--- src/rtl/snoop_event_tracker_pkg.sv ---
// snoop_event_tracker_pkg: shared snoop type codes, CR response layout and type helper.
package snoop_event_tracker_pkg;

    typedef enum logic [3:0] {
        SNP_READ_ONCE             = 4'b0000,
        SNP_READ_SHARED           = 4'b0001,
        SNP_READ_CLEAN            = 4'b0010,
        SNP_READ_NOT_SHARED_DIRTY = 4'b0011,
        SNP_READ_UNIQUE           = 4'b0111,
        SNP_CLEAN_SHARED          = 4'b1000,
        SNP_CLEAN_INVALID         = 4'b1001,
        SNP_CLEAN_UNIQUE          = 4'b1011,
        SNP_MAKE_INVALID          = 4'b1101
    } snoop_type_e;

    typedef struct packed {
        logic was_unique;
        logic is_shared;
        logic pass_dirty;
        logic error;
        logic data_transfer;
    } cr_resp_t;

    localparam int TsWidth = 16;

    function automatic logic is_known_snoop(input logic [3:0] t);
        return t inside {SNP_READ_ONCE, SNP_READ_SHARED, SNP_READ_CLEAN,
                         SNP_READ_NOT_SHARED_DIRTY, SNP_READ_UNIQUE, SNP_CLEAN_SHARED,
                         SNP_CLEAN_INVALID, SNP_CLEAN_UNIQUE, SNP_MAKE_INVALID};
    endfunction

endpackage

--- src/rtl/snoop_event_tracker_fifo.sv ---
// snoop_type_fifo: in-order FIFO; a simultaneous push/pop reads the old head and may push while full.
module snoop_type_fifo #(
    parameter int Width = 4,
    parameter int Depth = 4
) (
    input  logic                         clk_i,
    input  logic                         rst_ni,
    input  logic                         push_i,
    input  logic                         pop_i,
    input  logic [Width-1:0]             wdata_i,
    output logic [Width-1:0]             rdata_o,
    output logic                         full_o,
    output logic                         empty_o,
    output logic [$clog2(Depth+1)-1:0]   count_o
);

    localparam int PtrW = $clog2(Depth);
    localparam int CntW = $clog2(Depth+1);

    logic [Width-1:0] mem [Depth];
    logic [PtrW-1:0]  wptr, rptr;
    logic             do_push, do_pop;

    assign full_o  = count_o == CntW'(Depth);
    assign empty_o = count_o == '0;
    assign do_pop  = pop_i & ~empty_o;
    assign do_push = push_i & (~full_o | do_pop);
    assign rdata_o = mem[rptr];

    always_ff @(posedge clk_i or negedge rst_ni) begin
        if (!rst_ni) begin
            wptr    <= '0;
            rptr    <= '0;
            count_o <= '0;
        end else begin
            if (do_push) wptr <= wptr + PtrW'(1);
            if (do_pop)  rptr <= rptr + PtrW'(1);
            count_o <= count_o + CntW'(do_push) - CntW'(do_pop);
        end
    end

    always_ff @(posedge clk_i) begin
        if (do_push) mem[wptr] <= wdata_i;
    end

endmodule

--- src/rtl/snoop_event_tracker.sv ---
// snoop_event_tracker: pairs ACE AC/CR handshakes in order and emits registered per-type completion pulses.
// Optional SNOOP_EVT_LATENCY_EN adds 16-bit timestamps and the snoop_slow_o latency pulse.
module snoop_event_tracker
    import snoop_event_tracker_pkg::*;
#(
    parameter int Depth     = 4,
    parameter int LatThresh = 64
) (
    input  logic                         clk_i,
    input  logic                         rst_ni,
    input  logic                         ac_valid_i,
    input  logic                         ac_ready_i,
    input  logic [3:0]                   ac_snoop_i,
    input  logic                         cr_valid_i,
    input  logic                         cr_ready_i,
    input  logic [4:0]                   cr_resp_i,
    input  logic                         err_clr_i,
    output logic                         snoop_read_once_o,
    output logic                         snoop_read_shrd_o,
    output logic                         snoop_read_clean_o,
    output logic                         snoop_read_no_sd_o,
    output logic                         snoop_read_uniq_o,
    output logic                         snoop_clean_shrd_o,
    output logic                         snoop_clean_invld_o,
    output logic                         snoop_clean_uniq_o,
    output logic                         snoop_make_invld_o,
    output logic                         snoop_data_o,
    output logic                         snoop_slow_o,
    output logic [$clog2(Depth+1)-1:0]   outstanding_o,
    output logic                         proto_err_o
);

`ifdef SNOOP_EVT_LATENCY_EN
    localparam int EntW = 4 + TsWidth;
`else
    localparam int EntW = 4;
`endif

    logic            ac_hs, cr_hs, pop_ok, full, empty, err_set, slow_d;
    logic [EntW-1:0] wdata, rdata;
    logic [3:0]      head;
    cr_resp_t        resp;
    logic            unused_resp;

    assign ac_hs       = ac_valid_i & ac_ready_i;
    assign cr_hs       = cr_valid_i & cr_ready_i;
    assign pop_ok      = cr_hs & ~empty;
    assign resp        = cr_resp_i;
    assign unused_resp = ^{resp.was_unique, resp.is_shared, resp.pass_dirty, resp.error};
    assign head        = rdata[3:0];

`ifdef SNOOP_EVT_LATENCY_EN
    logic [TsWidth-1:0] ts, lat;
    always_ff @(posedge clk_i or negedge rst_ni) begin
        if (!rst_ni) ts <= '0;
        else         ts <= ts + TsWidth'(1);
    end
    assign wdata  = {ts, ac_snoop_i};
    // Modular subtraction absorbs a counter wrap between push and pop.
    assign lat    = ts - rdata[EntW-1:4];
    assign slow_d = pop_ok & (32'(lat) > LatThresh);
`else
    assign wdata  = ac_snoop_i;
    assign slow_d = 1'b0;
`endif

    snoop_type_fifo #(.Width(EntW), .Depth(Depth)) u_fifo (
        .clk_i   (clk_i),
        .rst_ni  (rst_ni),
        .push_i  (ac_hs),
        .pop_i   (cr_hs),
        .wdata_i (wdata),
        .rdata_o (rdata),
        .full_o  (full),
        .empty_o (empty),
        .count_o (outstanding_o)
    );

    // A full FIFO with a pop in the same cycle accepts the push, so only a lone push overflows.
    assign err_set = (cr_hs & empty) | (ac_hs & full & ~cr_hs) | (pop_ok & ~is_known_snoop(head));

    always_ff @(posedge clk_i or negedge rst_ni) begin
        if (!rst_ni) begin
            snoop_read_once_o   <= 1'b0;
            snoop_read_shrd_o   <= 1'b0;
            snoop_read_clean_o  <= 1'b0;
            snoop_read_no_sd_o  <= 1'b0;
            snoop_read_uniq_o   <= 1'b0;
            snoop_clean_shrd_o  <= 1'b0;
            snoop_clean_invld_o <= 1'b0;
            snoop_clean_uniq_o  <= 1'b0;
            snoop_make_invld_o  <= 1'b0;
            snoop_data_o        <= 1'b0;
            snoop_slow_o        <= 1'b0;
            proto_err_o         <= 1'b0;
        end else begin
            snoop_read_once_o   <= pop_ok & (head == SNP_READ_ONCE);
            snoop_read_shrd_o   <= pop_ok & (head == SNP_READ_SHARED);
            snoop_read_clean_o  <= pop_ok & (head == SNP_READ_CLEAN);
            snoop_read_no_sd_o  <= pop_ok & (head == SNP_READ_NOT_SHARED_DIRTY);
            snoop_read_uniq_o   <= pop_ok & (head == SNP_READ_UNIQUE);
            snoop_clean_shrd_o  <= pop_ok & (head == SNP_CLEAN_SHARED);
            snoop_clean_invld_o <= pop_ok & (head == SNP_CLEAN_INVALID);
            snoop_clean_uniq_o  <= pop_ok & (head == SNP_CLEAN_UNIQUE);
            snoop_make_invld_o  <= pop_ok & (head == SNP_MAKE_INVALID);
            snoop_data_o        <= pop_ok & resp.data_transfer;
            snoop_slow_o        <= slow_d;
            proto_err_o         <= err_set | (proto_err_o & ~err_clr_i);
        end
    end

endmodule

--- config.mk ---
export PLATFORM = sky130hd
export DESIGN_NAME = snoop_event_tracker
export DESIGN_NICKNAME = d
export VERILOG_FILES = /design/src/rtl/snoop_event_tracker_pkg.sv /design/src/rtl/snoop_event_tracker_fifo.sv /design/src/rtl/snoop_event_tracker.sv
export SDC_FILE = /design/constraint.sdc
export NUM_CORES = 1
export LEC_CHECK = 0
export BUFFER_PORTS_ARGS = -buffer_cell sky130_fd_sc_hd__clkbuf_2
export CORE_MARGIN = 3
export CORE_UTILIZATION = 56
export DETAILED_ROUTE_END_ITERATION = 8
export GPL_TIMING_DRIVEN = 0
export PLACE_DENSITY = 0.82
export SYNTH_ARGS = -nofsm -noshare
export SYNTH_HDL_FRONTEND = slang
export SYNTH_SLANG_ARGS = --single-unit
--- constraint.sdc ---
create_clock -name clk_i -period 6.3 [get_ports clk_i]
set_input_delay 0.945 -clock clk_i [delete_from_list [all_inputs] [get_ports clk_i]]
set_output_delay 0.945 -clock clk_i [all_outputs]
set_load 0.005 [all_outputs]
==> summary.txt <==
Critical path
  • Worst Setup Path Type: input port to flop
  • R2r startpoint: u_fifo.count_o[1]
  • Setup crit end kind: flop
  • Reg-to-reg slack, setup: between 3 and 4 ns
  • Worst endpoint data arrival time: approximately 2.9 ns
  • CP Launch Type: input port
  • Reg2reg end: u_fifo.count_o[2]
  • CP Max Fanout: 8
  • Cells on worst reg2reg path: 9
  • Worst EP required: about 6.5 ns

GRT
  • Largest net degree at the start of global routing: 19
  • Number of global-route vias before repair: roughly 870
  • GRT Overall Usage: 17.0%
  • First-pass GRT wire length: ~4000 um
  • Grt total ovfl: 0
  • Initial antenna violation count: 0

Clock network
  • Cts hold-fix bufs: 0
  • Clock root cell: clkbuf_4
  • Post_cts resized: 0
  • Clock slew at reported path FFs: around 0.09 ns
  • Worst-skew pair later-pin latency: 0.32 ns
  • Setup bufs post-CTS: 0
  • CTS buffer count: 5
  • H-tree levels: 2
  • Clock tree sinks: 34
  • CTS Buffer Depth: 2
  • CTS tree: done

Floorplanning
  • Chip height: 56.1 um
  • Core box area: around 2300 um^2
  • Starting Density: a little over 60%
  • # IOs: 31
  • Rows: 17
  • DIE WIDTH: 56.1 um
  • DIE AREA: ~3100 um^2

STA
  • Tightest Pin Transition: 0.596 ns
  • Max frequency: between 0.3 and 0.4 GHz
  • Period utilization: a little over two fifths
  • Clock skew: 0.00315 ns
  • # setup viols final: 0
  • Fin. max-slew vios: 0
  • Fin crit period: 2.63 ns
  • Unrepaired setup endpoints after global routing: false
  • Setup total negative slack: 0 ns
  • Final Hold Violating Endpoints: 0
  • Max_slew headroom: between 60% and 70%

Placed design
  • Gpl congestion: between 0.6 and 0.7
  • Post-DP HPWL: between 1500 and 2000 um
  • Number of buffers added on ports: 25

Status
  • Outcome: finished, final reports clean

Synthesis
  • Mapped Nets: 121
  • Avg Cell Area, Syn: 14.4 um^2
  • Most numerous cell in the Yosys netlist: dfrtp_1
  • Synth cell types: 24
  • Post-synthesis sequential area ratio: 66.2%
  • Main synth FF type: dfrtp_1
  • Cells after synthesis: 98
  • Post-synth top cells: dfrtp_1 (18), edfxtp_1 (16), nor2_1 (9)
  • FFs w/ async S/R, synth: 52.9%
  • Leading area contributor after synthesis: edfxtp_1
  • Yosys warnings: 0
  • Synth top area cells: edfxtp_1 (34%), dfrtp_1 (32%), mux4_2 (6.4%), ha_1 (5.3%), xnor2_1 (3.1%)
  • Seq cells post-synth: 34
  • Post-synth EDFFs: 16
  • Mapped Area: approximately 1400 um^2
  • Yosys top cell area share: around a third

Cells and area
  • Multi-input gate area: about 430 um^2
  • Fillers: 160
  • Final nets: roughly 150
  • Ant diodes: 0
  • Area Growth Syn to Fin: 18.6%
  • Share of cells above drive strength 1: between 20 and 30%
  • Seq. cell area: between 900 and 1000 um^2

Detailed routing
  • Initial DRT Pass Iterations: 4
  • Vias per cell: ~5.2
  • Initial drt markers: 10
  • Overall routed net length: between 2000 and 2500 um
  • Post-detailed-route count of antenna-violating nets: 0
  • Via count: about 830
  • DRC: 0
  • Drt wl/cell: approximately 13 um

Pwr
  • Final Power: approximately 0.72 mW
  • Flop pwr share: 42.9%
  • Pwr/cell area: ~430 nW/um^2
  • Clock power frac: roughly a quarter
  • Switch share: a little under a third
  • Leak: roughly 0.74 nW
  • Logic pwr share: ~30%
  • Worst vdd ir: 0.343 mV
  • Internal power: about 0.5 mW
  • Sw power: about 0.22 mW

Hold path
  • HP Start: proto_err_o
  • Hold EP: proto_err_o
  • Hold path depth: 2
  • HP Class: flop to flop

Run
  • Max-cap violations: 0
## per-stage QoR
stage          instances  hold WS, ns  cell area (um^2)  utilization, %  setup slack (ns)
6_report             159        0.517              1670            72.6              3.67
5_1_grt              159        0.564              1670            72.6              3.54
4_1_cts              159        0.523              1670            72.6              3.68
3_5_place_dp         151        0.494              1570            68.2              3.36
3_3_place_gp         151        0.485              1570            68.2              3.42
2_1_floorplan         98        0.486              1410               -              3.71
## area by class of cell
| class | instances | share of cell area, % |
|---|---|---|
| sequential | 34 | 55.8 |
| multi-input combinational | 55 | 25.8 |
| timing repair buffer | 25 | 7.50 |
| clock inverter | 3 | 3.83 |
| clock buffer | 5 | 2.25 |
| tap | 28 | 2.10 |
| inverter | 7 | 1.58 |
| buffer | 2 | 1.13 |
## per-layer routing
| layer | routed length (um) | vias up | part of all wire (%) | global-route usage [%] |
|---|---|---|---|---|
| met1 | 824 | 402 | 39 | 19.5 |
| met2 | 1150 | 24 | 54 | 28.5 |
| li1 | - | 402 | - | - |
| met3 | 139 | 5 | 6.5 | 8.12 |
| met5 | 0 | - | 0 | 0 |
| met4 | 21 | 0 | 0.98 | 4.07 |
## worst max-delay path: stages
cell      delay, ns
clkbuf_2       0.07
nand2_1        0.09
nor2_1         0.48
ha_1           0.34
inv_1          0.06
ha_1           0.13
inv_1          0.05
fa_1           0.37
xnor2_1        0.18
xnor2_1        0.15
## worst max-delay path by stage
stage                                   end  slack (ns)  depth (start not counted)       start
after detailed placement  u_fifo.count_o[2]        3.36                         10  cr_valid_i
final                     u_fifo.count_o[2]        3.67                         10  cr_valid_i
after floorplan           u_fifo.count_o[2]        3.71                          9  cr_valid_i
after global placement    u_fifo.count_o[2]        3.42                         10  cr_valid_i
after global routing      u_fifo.count_o[2]        3.54                         10  cr_ready_i
after CTS                 u_fifo.count_o[2]        3.68                         10  cr_valid_i
## power groups by stage
| stage | Sequential, mW | Combinational [mW] | Clock, mW |
|---|---|---|---|
| final | 0.309 | 0.220 | 0.190 |
| after global placement | 0.310 | 0.212 | 0 |
| after CTS | 0.309 | 0.226 | 0.194 |
| after floorplan | 0.308 | 0.165 | 0 |
| after detailed placement | 0.313 | 0.224 | 0 |
| after global routing | 0.315 | 0.255 | 0.208 |
## logic make-up after synthesis
family | count (synthesis) | synth area share (%)
simple gates | 32 | 10.9
compound gates | 5 | 2.58
mux | 4 | 6.41
flops | 34 | 66.2
xor+xnor | 6 | 3.74
buf+inv | 9 | 3.20
fa+ha+maj | 7 | 6.76
other cells | 1 | 0.267
## sequential cells by signal, indices dropped and copies added (netlist names)
name and cells:
snoop_data_o 1, snoop_clean_shrd_o 1, proto_err_o 1, snoop_make_invld_o 1, u_fifo.rptr 2, snoop_read_no_sd_o 1, u_fifo.wptr 2, snoop_read_clean_o 1
snoop_read_shrd_o 1, snoop_read_uniq_o 1, snoop_clean_invld_o 1, u_fifo.count_o 3, snoop_read_once_o 1, snoop_clean_uniq_o 1, u_fifo.mem 16
## cell usage in the layout (no fill, tap or decap)
master and n:
clkbuf_2 25, dfrtp_1 18, edfxtp_1 16, nor2_1 9, nand2_1 8, inv_1 7
ha_1 6, nor3_1 5, xnor2_1 5, and2_1 5, clkbuf_4 5, mux4_2 4
nand2b_1 2, bufinv_16 2, a31oi_1 1, buf_6 1, nor3b_1 1, nand3b_1 1
nand3_1 1, a21oi_2 1, a211oi_1 1, o221ai_1 1, xor2_1 1, o21ai_0 1
fa_1 1, buf_4 1, conb_1 1, clkinv_1 1
(Power assumes the default switching activity.)
